<file path="config.mk">
export PLATFORM = sky130hd
export DESIGN_NAME = ups_axi4l_regs
export DESIGN_NICKNAME = d
export VERILOG_FILES = /design/src/rtl/ups_axi4l_pkg.sv /design/src/rtl/ups_axi4l_regbank.sv /design/src/rtl/ups_axi4l_regs.sv
export SDC_FILE = /design/constraint.sdc
export NUM_CORES = 1
export LEC_CHECK = 0
export CAP_MARGIN = 20
export CORE_ASPECT_RATIO = 1.1
export CORE_MARGIN = 4
export CORE_UTILIZATION = 35
export CTS_CLUSTER_SIZE = 25
export DETAILED_ROUTE_END_ITERATION = 7
export GPL_ROUTABILITY_DRIVEN = 0
export GPL_TIMING_DRIVEN = 0
export PLACE_DENSITY = 0.59
export SYNTH_ARGS = -nofsm -noshare
export SYNTH_HDL_FRONTEND = slang
export SYNTH_SLANG_ARGS = --single-unit
</file>
<file path="constraint.sdc">
create_clock -name fclk -period 2.6 [get_ports fclk]
set_clock_uncertainty 0.1 [all_clocks]
set_input_delay 0.78 -clock fclk [delete_from_list [all_inputs] [get_ports fclk]]
set_output_delay 0.78 -clock fclk [all_outputs]
set_load 0.01 [all_outputs]
</file>
<file path="src/rtl/ups_axi4l_pkg.sv">
// Shared types and constants for the UPS AXI4-Lite control register block.
package ups_axi4l_pkg;

    localparam logic [1:0] AXI_RESP_OKAY   = 2'b00;
    localparam logic [1:0] AXI_RESP_SLVERR = 2'b10;

    typedef logic [31:0] axi4l_data_t;

    typedef enum logic [2:0] {
        IDLE,
        AW_HAVE,
        W_HAVE,
        B_RESP,
        R_DATA
    } axi4l_slv_state_t;

    function automatic axi4l_data_t strb_to_mask(input logic [3:0] strb);
        axi4l_data_t mask;
        for (int b = 0; b < 4; b++) begin
            mask[8*b +: 8] = {8{strb[b]}};
        end
        return mask;
    endfunction

endpackage

</file>
<file path="src/rtl/ups_axi4l_regbank.sv">
// Register array behind the AXI4-Lite responder: byte-masked writes,
// one-cycle write strobes and the combinational read mux.
module ups_axi4l_regbank
    import ups_axi4l_pkg::*;
#(
    parameter int          NUM_REGS = 4,
    parameter int          IDX_W    = 2,
    parameter bit          STRB_EN  = 1'b0,
    parameter logic [31:0] RST_VAL  = 32'h0
) (
    input  logic                     fclk,
    input  logic                     rst_n,
    input  logic                     i_wr_en,
    input  logic [IDX_W-1:0]         i_wr_idx,
    input  logic [31:0]              i_wr_data,
    input  logic [3:0]               i_wr_strb,
    input  logic [IDX_W-1:0]         i_rd_idx,
    output logic [31:0]              o_rd_data,
    output logic [NUM_REGS*32-1:0]   o_reg_out,
    output logic [NUM_REGS-1:0]      o_wr_stb
);

    axi4l_data_t               w_mask;
    logic [NUM_REGS-1:0]       w_hit;
    logic [NUM_REGS*32-1:0]    w_flat;
    logic [NUM_REGS-1:0]       r_wr_stb;

    assign w_mask = STRB_EN ? strb_to_mask(i_wr_strb) : '1;

    for (genvar i = 0; i < NUM_REGS; i++) begin : g_reg
        logic [31:0] r_reg;

        assign w_hit[i] = i_wr_en && (i_wr_idx == IDX_W'(i));

        // NOTE: each register is a discrete flop with async reset, not an unreset RAM, so reg_out is defined from the moment rst_n asserts.
        always_ff @(posedge fclk or negedge rst_n) begin
            if (!rst_n) begin
                r_reg <= RST_VAL;
            end else if (w_hit[i]) begin
                r_reg <= (r_reg & ~w_mask) | (i_wr_data & w_mask);
            end
        end

        assign w_flat[32*i +: 32] = r_reg;
    end

    always_ff @(posedge fclk or negedge rst_n) begin
        if (!rst_n) begin
            r_wr_stb <= '0;
        end else begin
            r_wr_stb <= w_hit;
        end
    end

    // NOTE: default assignment first keeps this mux latch-free; blocking '=' is the right form inside combinational logic.
    always_comb begin
        o_rd_data = '0;
        for (int i = 0; i < NUM_REGS; i++) begin
            if (i_rd_idx == IDX_W'(i)) begin
                o_rd_data = w_flat[32*i +: 32];
            end
        end
    end

    assign o_reg_out = w_flat;
    assign o_wr_stb  = r_wr_stb;

endmodule

</file>
<file path="src/rtl/ups_axi4l_regs.sv">
// AXI4-Lite responder exporting NUM_REGS control registers to UPS fabric.
// One transaction at a time; a pending write always wins over a read.
module ups_axi4l_regs
    import ups_axi4l_pkg::*;
#(
    parameter int          NUM_REGS   = 4,
    parameter int          ADDR_WIDTH = 32,
    parameter bit          STRB_EN    = 1'b0,
    parameter logic [31:0] RST_VAL    = 32'h0
) (
    input  logic                     fclk,
    input  logic                     rst_n,
    input  logic [ADDR_WIDTH-1:0]    ca4l_awaddr,
    input  logic [2:0]               ca4l_awprot,
    input  logic                     ca4l_awvalid,
    output logic                     ca4l_awready,
    input  logic [31:0]              ca4l_wdata,
    input  logic [3:0]               ca4l_wstrb,
    input  logic                     ca4l_wvalid,
    output logic                     ca4l_wready,
    output logic [1:0]               ca4l_bresp,
    output logic                     ca4l_bvalid,
    input  logic                     ca4l_bready,
    input  logic [ADDR_WIDTH-1:0]    ca4l_araddr,
    input  logic [2:0]               ca4l_arprot,
    input  logic                     ca4l_arvalid,
    output logic                     ca4l_arready,
    output logic [31:0]              ca4l_rdata,
    output logic [1:0]               ca4l_rresp,
    output logic                     ca4l_rvalid,
    input  logic                     ca4l_rready,
    output logic [NUM_REGS*32-1:0]   reg_out,
    output logic [NUM_REGS-1:0]      reg_wr_stb
);

    localparam int                IDX_W     = (NUM_REGS > 1) ? $clog2(NUM_REGS) : 1;
    localparam int                AIDX_W    = ADDR_WIDTH - 2;
    localparam logic [AIDX_W-1:0] IDX_LIMIT = AIDX_W'(NUM_REGS);

    axi4l_slv_state_t   r_state;
    logic               r_active;
    logic [AIDX_W-1:0]  r_aw_idx;
    logic [31:0]        r_wdata;
    logic [3:0]         r_wstrb;
    logic               r_bvalid;
    logic [1:0]         r_bresp;
    logic               r_rvalid;
    logic [31:0]        r_rdata;
    logic [1:0]         r_rresp;

    logic               w_aw_hs;
    logic               w_w_hs;
    logic               w_ar_hs;
    logic               w_commit;
    logic               w_cmt_in_range;
    logic               w_ar_in_range;
    logic [AIDX_W-1:0]  w_aw_idx;
    logic [AIDX_W-1:0]  w_ar_idx;
    logic [AIDX_W-1:0]  w_cmt_idx;
    logic [31:0]        w_cmt_data;
    logic [3:0]         w_cmt_strb;
    logic [31:0]        w_rd_data;
    logic               w_unused;

    assign w_aw_idx = ca4l_awaddr[ADDR_WIDTH-1:2];
    assign w_ar_idx = ca4l_araddr[ADDR_WIDTH-1:2];

    // r_active holds every ready low while rst_n is asserted, even though the FSM sits in IDLE.
    assign ca4l_awready = r_active && (r_state == IDLE || r_state == W_HAVE);
    assign ca4l_wready  = r_active && (r_state == IDLE || r_state == AW_HAVE);
    assign ca4l_arready = r_active && (r_state == IDLE) && !ca4l_awvalid && !ca4l_wvalid;

    assign w_aw_hs = ca4l_awvalid && ca4l_awready;
    assign w_w_hs  = ca4l_wvalid  && ca4l_wready;
    assign w_ar_hs = ca4l_arvalid && ca4l_arready;

    assign w_commit = ((r_state == IDLE)    && w_aw_hs && w_w_hs)
                   || ((r_state == AW_HAVE) && w_w_hs)
                   || ((r_state == W_HAVE)  && w_aw_hs);

    assign w_cmt_idx      = (r_state == AW_HAVE) ? r_aw_idx : w_aw_idx;
    assign w_cmt_data     = (r_state == W_HAVE)  ? r_wdata  : ca4l_wdata;
    assign w_cmt_strb     = (r_state == W_HAVE)  ? r_wstrb  : ca4l_wstrb;
    assign w_cmt_in_range = (w_cmt_idx < IDX_LIMIT);
    assign w_ar_in_range  = (w_ar_idx  < IDX_LIMIT);

    ups_axi4l_regbank #(
        .NUM_REGS (NUM_REGS),
        .IDX_W    (IDX_W),
        .STRB_EN  (STRB_EN),
        .RST_VAL  (RST_VAL)
    ) u_regbank (
        .fclk      (fclk),
        .rst_n     (rst_n),
        .i_wr_en   (w_commit && w_cmt_in_range),
        .i_wr_idx  (w_cmt_idx[IDX_W-1:0]),
        .i_wr_data (w_cmt_data),
        .i_wr_strb (w_cmt_strb),
        .i_rd_idx  (w_ar_idx[IDX_W-1:0]),
        .o_rd_data (w_rd_data),
        .o_reg_out (reg_out),
        .o_wr_stb  (reg_wr_stb)
    );

    always_ff @(posedge fclk or negedge rst_n) begin
        if (!rst_n) begin
            r_state  <= IDLE;
            r_active <= 1'b0;
            r_aw_idx <= '0;
            r_wdata  <= '0;
            r_wstrb  <= '0;
            r_bvalid <= 1'b0;
            r_bresp  <= AXI_RESP_OKAY;
            r_rvalid <= 1'b0;
            r_rdata  <= '0;
            r_rresp  <= AXI_RESP_OKAY;
        end else begin
            r_active <= 1'b1;
            if (w_commit) begin
                r_bvalid <= 1'b1;
                r_bresp  <= w_cmt_in_range ? AXI_RESP_OKAY : AXI_RESP_SLVERR;
                r_state  <= B_RESP;
            end else begin
                case (r_state)
                    IDLE: begin
                        if (w_aw_hs) begin
                            r_aw_idx <= w_aw_idx;
                            r_state  <= AW_HAVE;
                        end else if (w_w_hs) begin
                            r_wdata  <= ca4l_wdata;
                            r_wstrb  <= ca4l_wstrb;
                            r_state  <= W_HAVE;
                        end else if (w_ar_hs) begin
                            // No write can land while in R_DATA, so the value captured here stays valid.
                            r_rvalid <= 1'b1;
                            r_rdata  <= w_ar_in_range ? w_rd_data : '0;
                            r_rresp  <= w_ar_in_range ? AXI_RESP_OKAY : AXI_RESP_SLVERR;
                            r_state  <= R_DATA;
                        end
                    end
                    B_RESP: begin
                        if (ca4l_bready) begin
                            r_bvalid <= 1'b0;
                            r_bresp  <= AXI_RESP_OKAY;
                            r_state  <= IDLE;
                        end
                    end
                    R_DATA: begin
                        if (ca4l_rready) begin
                            r_rvalid <= 1'b0;
                            r_rdata  <= '0;
                            r_rresp  <= AXI_RESP_OKAY;
                            r_state  <= IDLE;
                        end
                    end
                    AW_HAVE, W_HAVE: begin
                        r_state <= r_state;
                    end
                    default: begin
                        r_state <= IDLE;
                    end
                endcase
            end
        end
    end

    assign ca4l_bvalid = r_bvalid;
    assign ca4l_bresp  = r_bresp;
    assign ca4l_rvalid = r_rvalid;
    assign ca4l_rdata  = r_rdata;
    assign ca4l_rresp  = r_rresp;

    assign w_unused = ^{ca4l_awprot, ca4l_arprot, ca4l_awaddr[1:0], ca4l_araddr[1:0]};

endmodule

</file>
* Word-level counts from Yosys, hierarchy flattened
Index checks and enable logic that the tools add are counted.
W data, S select, Z words.
** Storage, ports and cells
- Flip-flop bits (word level) :: 236
- Word-level logic and storage cells :: 108
- Memories kept :: 0
- Input port bits :: 113
- Latch bits :: 0
- Bits in writable memories :: 0
- Output and inout bits :: 173
- ROM bits :: 0
** Cells by class
- $lt $le $gt $ge :: 2
- Reduce and logical (&&, ||, !) cells :: 35
- $mul :: 0
- Bitwise gates (word level) :: 2
- Muxes and demuxes :: 37
- Shift operators :: 0
- Div/mod/pow operators :: 0
- Equality and inequality tests :: 18
- Add/subtract/negate cells :: 0
** Operator list (number)
- $mux W32 :: 10
- $pmux W32 S2 :: 1
- $lt A30 B3 Y1 const B :: 2
- $mux W30 :: 1
- $mux W2 :: 9
- $mux W3 :: 6
- $logic_and A1 B1 Y1 :: 17
- $pmux W3 S4 :: 1
- $ne A2 B2 Y1 const B :: 5
- $eq A2 B2 Y1 const B :: 4
- $reduce_and A4 Y1 :: 2
- $mux W1 :: 7
- $eq A3 B2 Y1 const B :: 2
- $ne A3 B3 Y1 const B :: 2
- $reduce_and A6 Y1 :: 1
- $reduce_bool A2 Y1 :: 3
- $ne A5 B5 Y1 const B :: 1
- $eq A2 B1 Y1 const B :: 2
- $logic_not A2 Y1 :: 2
- $logic_or A1 B1 Y1 :: 4
- $pmux W2 S2 :: 1
- $eq A3 B1 Y1 const B :: 1
- $eq A3 B3 Y1 const B :: 1
- $logic_not A3 Y1 :: 1
- 6 further kinds :: 8

* Depth between registers and ports, before layout
- Depth in word-level cells :: 10
- Depth in mapped cells :: 8
- Depth with buffers taken out :: 5

* By module
From an unflattened synthesis, not the netlist that was laid out.
** Unflattened totals
- Cell total of the unflattened synthesis :: 654
- Area total of the unflattened synthesis :: 10407.5 sq um
** By module, submodules not included
- ups_axi4l_regbank :: area an instance 5679.2 sq um, cells each 318, instances 1
- ups_axi4l_regs :: area an instance 4728.3 sq um, cells each 336, instances 1

* Least setup slack after synthesis
OpenSTA, ideal clock, no wires.
- Kind :: input -> register
- Start point :: input port ca4l_araddr[2]
- End point :: register r_rdata[11], in the netlist ca4l_rdata[11]
- Required time :: 2.378 ns
- Path slack :: 0.111 ns
- Data arrival time :: 2.268 ns
- Cell stages on the path :: 4
- Cell sequence :: buf_2 clkbuf_1 mux4_2 a32o_1
** Between the ends
- Longest elaborated chain between the ends :: 10
- Elaborated cells between the ends (all ways) :: 14
- Classes of those cells :: 1 x order compare; 3 x eq/ne; 9 x mux; 1 x reduce/logical
** RTL lines
- from (decl) :: RTL line ups_axi4l_regs.sv:24 : input logic [ADDR_WIDTH-1:0] ca4l_araddr,
- branches (longest 5 deep; another with $lt A30 B3 Y1)
- $mux W32 * :: RTL line ups_axi4l_regs.sv:136 : r_rdata <= w_ar_in_range ? w_rd_data : '0;
- $mux W32 * :: RTL line ups_axi4l_regs.sv:133 : end else if (w_ar_hs) begin
- $mux W32 * :: RTL line ups_axi4l_regs.sv:129 : end else if (w_w_hs) begin
- $mux W32 * :: RTL line ups_axi4l_regs.sv:126 : if (w_aw_hs) begin
- $pmux W32 S2 * :: RTL line ups_axi4l_regs.sv:124 : case (r_state)
- to (signal assigned) :: RTL line ups_axi4l_regs.sv:136
- to (decl) :: RTL line ups_axi4l_regs.sv:48 : logic [31:0] r_rdata;
Mark *: on every way between the ends. The select of a mux whose other input is x is not followed.
A chain may end at the register's enable or synchronous reset.

* Worst setup path after layout
- Start point :: input port ca4l_araddr[3]
- End point :: register r_rdata[21], in the netlist ca4l_rdata[21]
The elaborated chain is that of the path after synthesis.

==> results.toml <==
[outcome]
status = "finished clean"

[sta]
fmax_mhz = 395
postLayoutSetupSlackWorst_ps = 68.2
rsz0062_at_grt = "true"
slew_viol_final = 0
setup_viol = 0
period_minus_slack_ps = 2530
finalCritPeriodShare = 0.974
slew_headroom = 0.329
worst_slew_pin_slew_ps = 1010
finalHoldViolations = 0

[floorplan]
core_mm2 = 0.0304
die_area_mm2 = 0.0337
die_w_um = 175
start_util = 0.354
die_y_um = 192
io-pin-count = 286
rows = 67

[clocking]
clk_pin_slew_ps = 60
cts_tree = "yes"
clk_path_buf_depth = 3
cts_sinks = 234
clk_latency_ps = 530
htree_levels = 1
numCtsBuffers = 26
hold_buffers = 0
cts_root_buf = "clkbuf_16"

[synthesis]
ys.flop_type = "dfrtp_1"
synth_seq_cells = 234
ys_seq_area_frac = 0.543
async_flop_share = 1.00
synthAdderAreaFrac = 0
synth_edf_count = 0
synth_simple_gate_area_frac = 0.0454
synth_mux_area_frac = 0.343
synth_cell_types = 45
synth_top_family_by_area = "multiplexers"
syn_inst = 651
synth_xor_area_frac = 0
synth_compound_area_frac = 0.0389
synth_area_mm2 = 0.0108
yosysWarnings = 0
avgSynthCellArea_um2 = 16.6

[final_layout]
postLayoutCoreUtil = 0.505
final_cells = 1406
layout-drive-gt1-share = 0.381
nets = 1085
largest_register_ffs = 128
fin_area_mm2 = 0.0154
n_antenna_cell = 0
area_delta_synth_final_pct = 42.5

[detailed_routing]
vias_per_cell = 4.98
drt_pre_antenna_iters = 6
wl_mm = 31.3
drtAntennaViolNets = 0
post-route-drc-count = 0
wl_per_cell_um = 22.3
initialDrtViolationCount = 283
routed-via-count = 7001

[placed_design]
hpwl_mm = 21.8
placed_area_mm2 = 0.0140
port_buffers = 268
dpl_worst_slack_ps = -731
dp.cells = 1336

[critical_path]
required_ps = 2900
reg2reg_to = "u_regbank.g_reg[2].r_reg[22]"
worstPathMaxFanout = 10
rr_startpoint = "r_state[2]"
cp.arrival_ps = 2830
ff2ff_path_depth = 10
critical_path.endpoint_type = "flop"
r2r_slack_ps = 170
start_kind = "primary input"
critPathKind = "primary input to flop"

[global_routing]
antenna_found_initial = 0
grt_max_degree = 88
grt_pass1_vias = 7458
busiest_layer = "met2"
grtUsageMet3 = 0.0400
use_met2 = 0.319
grt.total_usage = 0.179
met1_usage = 0.223
grt-ovfl-total = 0
grt_pass1_wl_mm = 46.4

[job]
maxCapViolations = 0

[pwr]
design_power_total_mw = 10.3
leakage_nw = 7.17
power_density_mw_per_mm2 = 668
ir_drop_mv = 0.387

[min_path]
hold_path_class = "primary input to async pin"
==> worst max-delay path by stage <==
stage	start	to	cells past startpoint
after floorplan	ca4l_araddr[2]	ca4l_rdata[11]	4
after global placement	rst_n	u_regbank.g_reg[1].r_reg[8]	1
after detailed placement	ca4l_awaddr[30]	u_regbank.g_reg[0].r_reg[18]	7
after CTS	r_state[1]	ca4l_arready	4
after global routing	ca4l_araddr[28]	ca4l_rdata[11]	6
final	ca4l_araddr[3]	ca4l_rdata[21]	4
==> report_power, final <==
part / internal (mW) / switching (mW)
Combinational: 1.14 / 1.02
Sequential: 4.16 / 0.252
Clock: 2.18 / 1.50
==> cells in the final DEF (no fill, tap or decap), drive strengths merged <==
cell type        n
mux4            32
dlymetal6s2s     9
nand4b           1
a311o            1
dfrtp          234
clkdlybuf4s50  253
and4b            1
nand2b           3
mux2           222
nor4            21
buf             53
nor2b            1
nand4            9
or4              1
conb             3
o21ai            5
nand3b           3
and2             1
o31ai            1
a21o             2
a32o            32
mux2i            2
a21oi            1
inv              5
nor4b            1
nor3b            3
nand3            2
bufinv           2
nor2             5
a31oi            2
o311ai           1
and4             1
clkinv          12
and3             1
dlygate4sd2      4
clkbuf          52
o2bb2ai          1
nand2            9
==> cell usage after synthesis (2+ instances only) <==
| cell | instances | share of area |
|---|---|---|
| buf_4 | 3 | 0.0021 |
| nor2_1 | 4 | 0.0014 |
| mux2_2 | 105 | 0.11 |
| a32o_1 | 32 | 0.030 |
| nand3_1 | 2 | 0.00093 |
| a21o_1 | 2 | 0.0014 |
| conb_1 | 2 | 0.00070 |
| inv_1 | 5 | 0.0017 |
| mux4_2 | 32 | 0.067 |
| nand2_1 | 8 | 0.0028 |
| nand2b_1 | 3 | 0.0017 |
| nand4_1 | 4 | 0.0023 |
| buf_2 | 14 | 0.0065 |
| nor4_1 | 21 | 0.012 |
| dfrtp_1 | 234 | 0.54 |
| o21ai_1 | 4 | 0.0019 |
| mux2_4 | 117 | 0.16 |
| clkbuf_1 | 15 | 0.0052 |
| nand3b_1 | 3 | 0.0021 |
| buf_6 | 13 | 0.014 |
| nand4_4 | 4 | 0.0079 |
==> worst max-delay path: stages <==
cell,delay [ps]
clkdlybuf4s50_1,660
clkbuf_1,670
mux4_2,450
a32o_1,270
==> logic make-up after synthesis <==
logic type	Yosys count
mux	256
buf+inv	50
other cells	2
simple gates	63
compound gates	46
flops	234
==> per-stage QoR <==
| step | hold WS, ps | setup TNS, ps |
|---|---|---|
| global placement | 365 | -2411110 |
| finish | 112 | 0 |
| floorplan | 375 | 0 |
| detailed placement | 375 | -128250 |
| CTS | 134 | -32.6 |
| global route | 157 | -347 |
==> what timing repair did <==
action / CTS / global route
setup endpoints to repair: 154 / 148
resized for setup: 24 / 33
gates cloned: 0 / 5
pin swaps: 1 / 7
buffers inserted: 2 / 15
==> area by class of cell <==
cell class / instances / area [um2]
plain buffers: 45 / 395
clock buffers: 34 / 732
clock inverters: 14 / 120
fillers: 2643 / 15100
inverters: 5 / 18.8
multi-input cells: 368 / 4660
flip-flops and latches: 234 / 5860
well taps: 414 / 518
repair buffers: 292 / 3060
==> routing by layer <==
layer	share of wire	wire length, um
met1	0.41	12900
met2	0.51	16000
met3	0.062	1930
met4	0.015	465
met5	0	0
No activity file was read; power rests on OpenSTA's default activity.
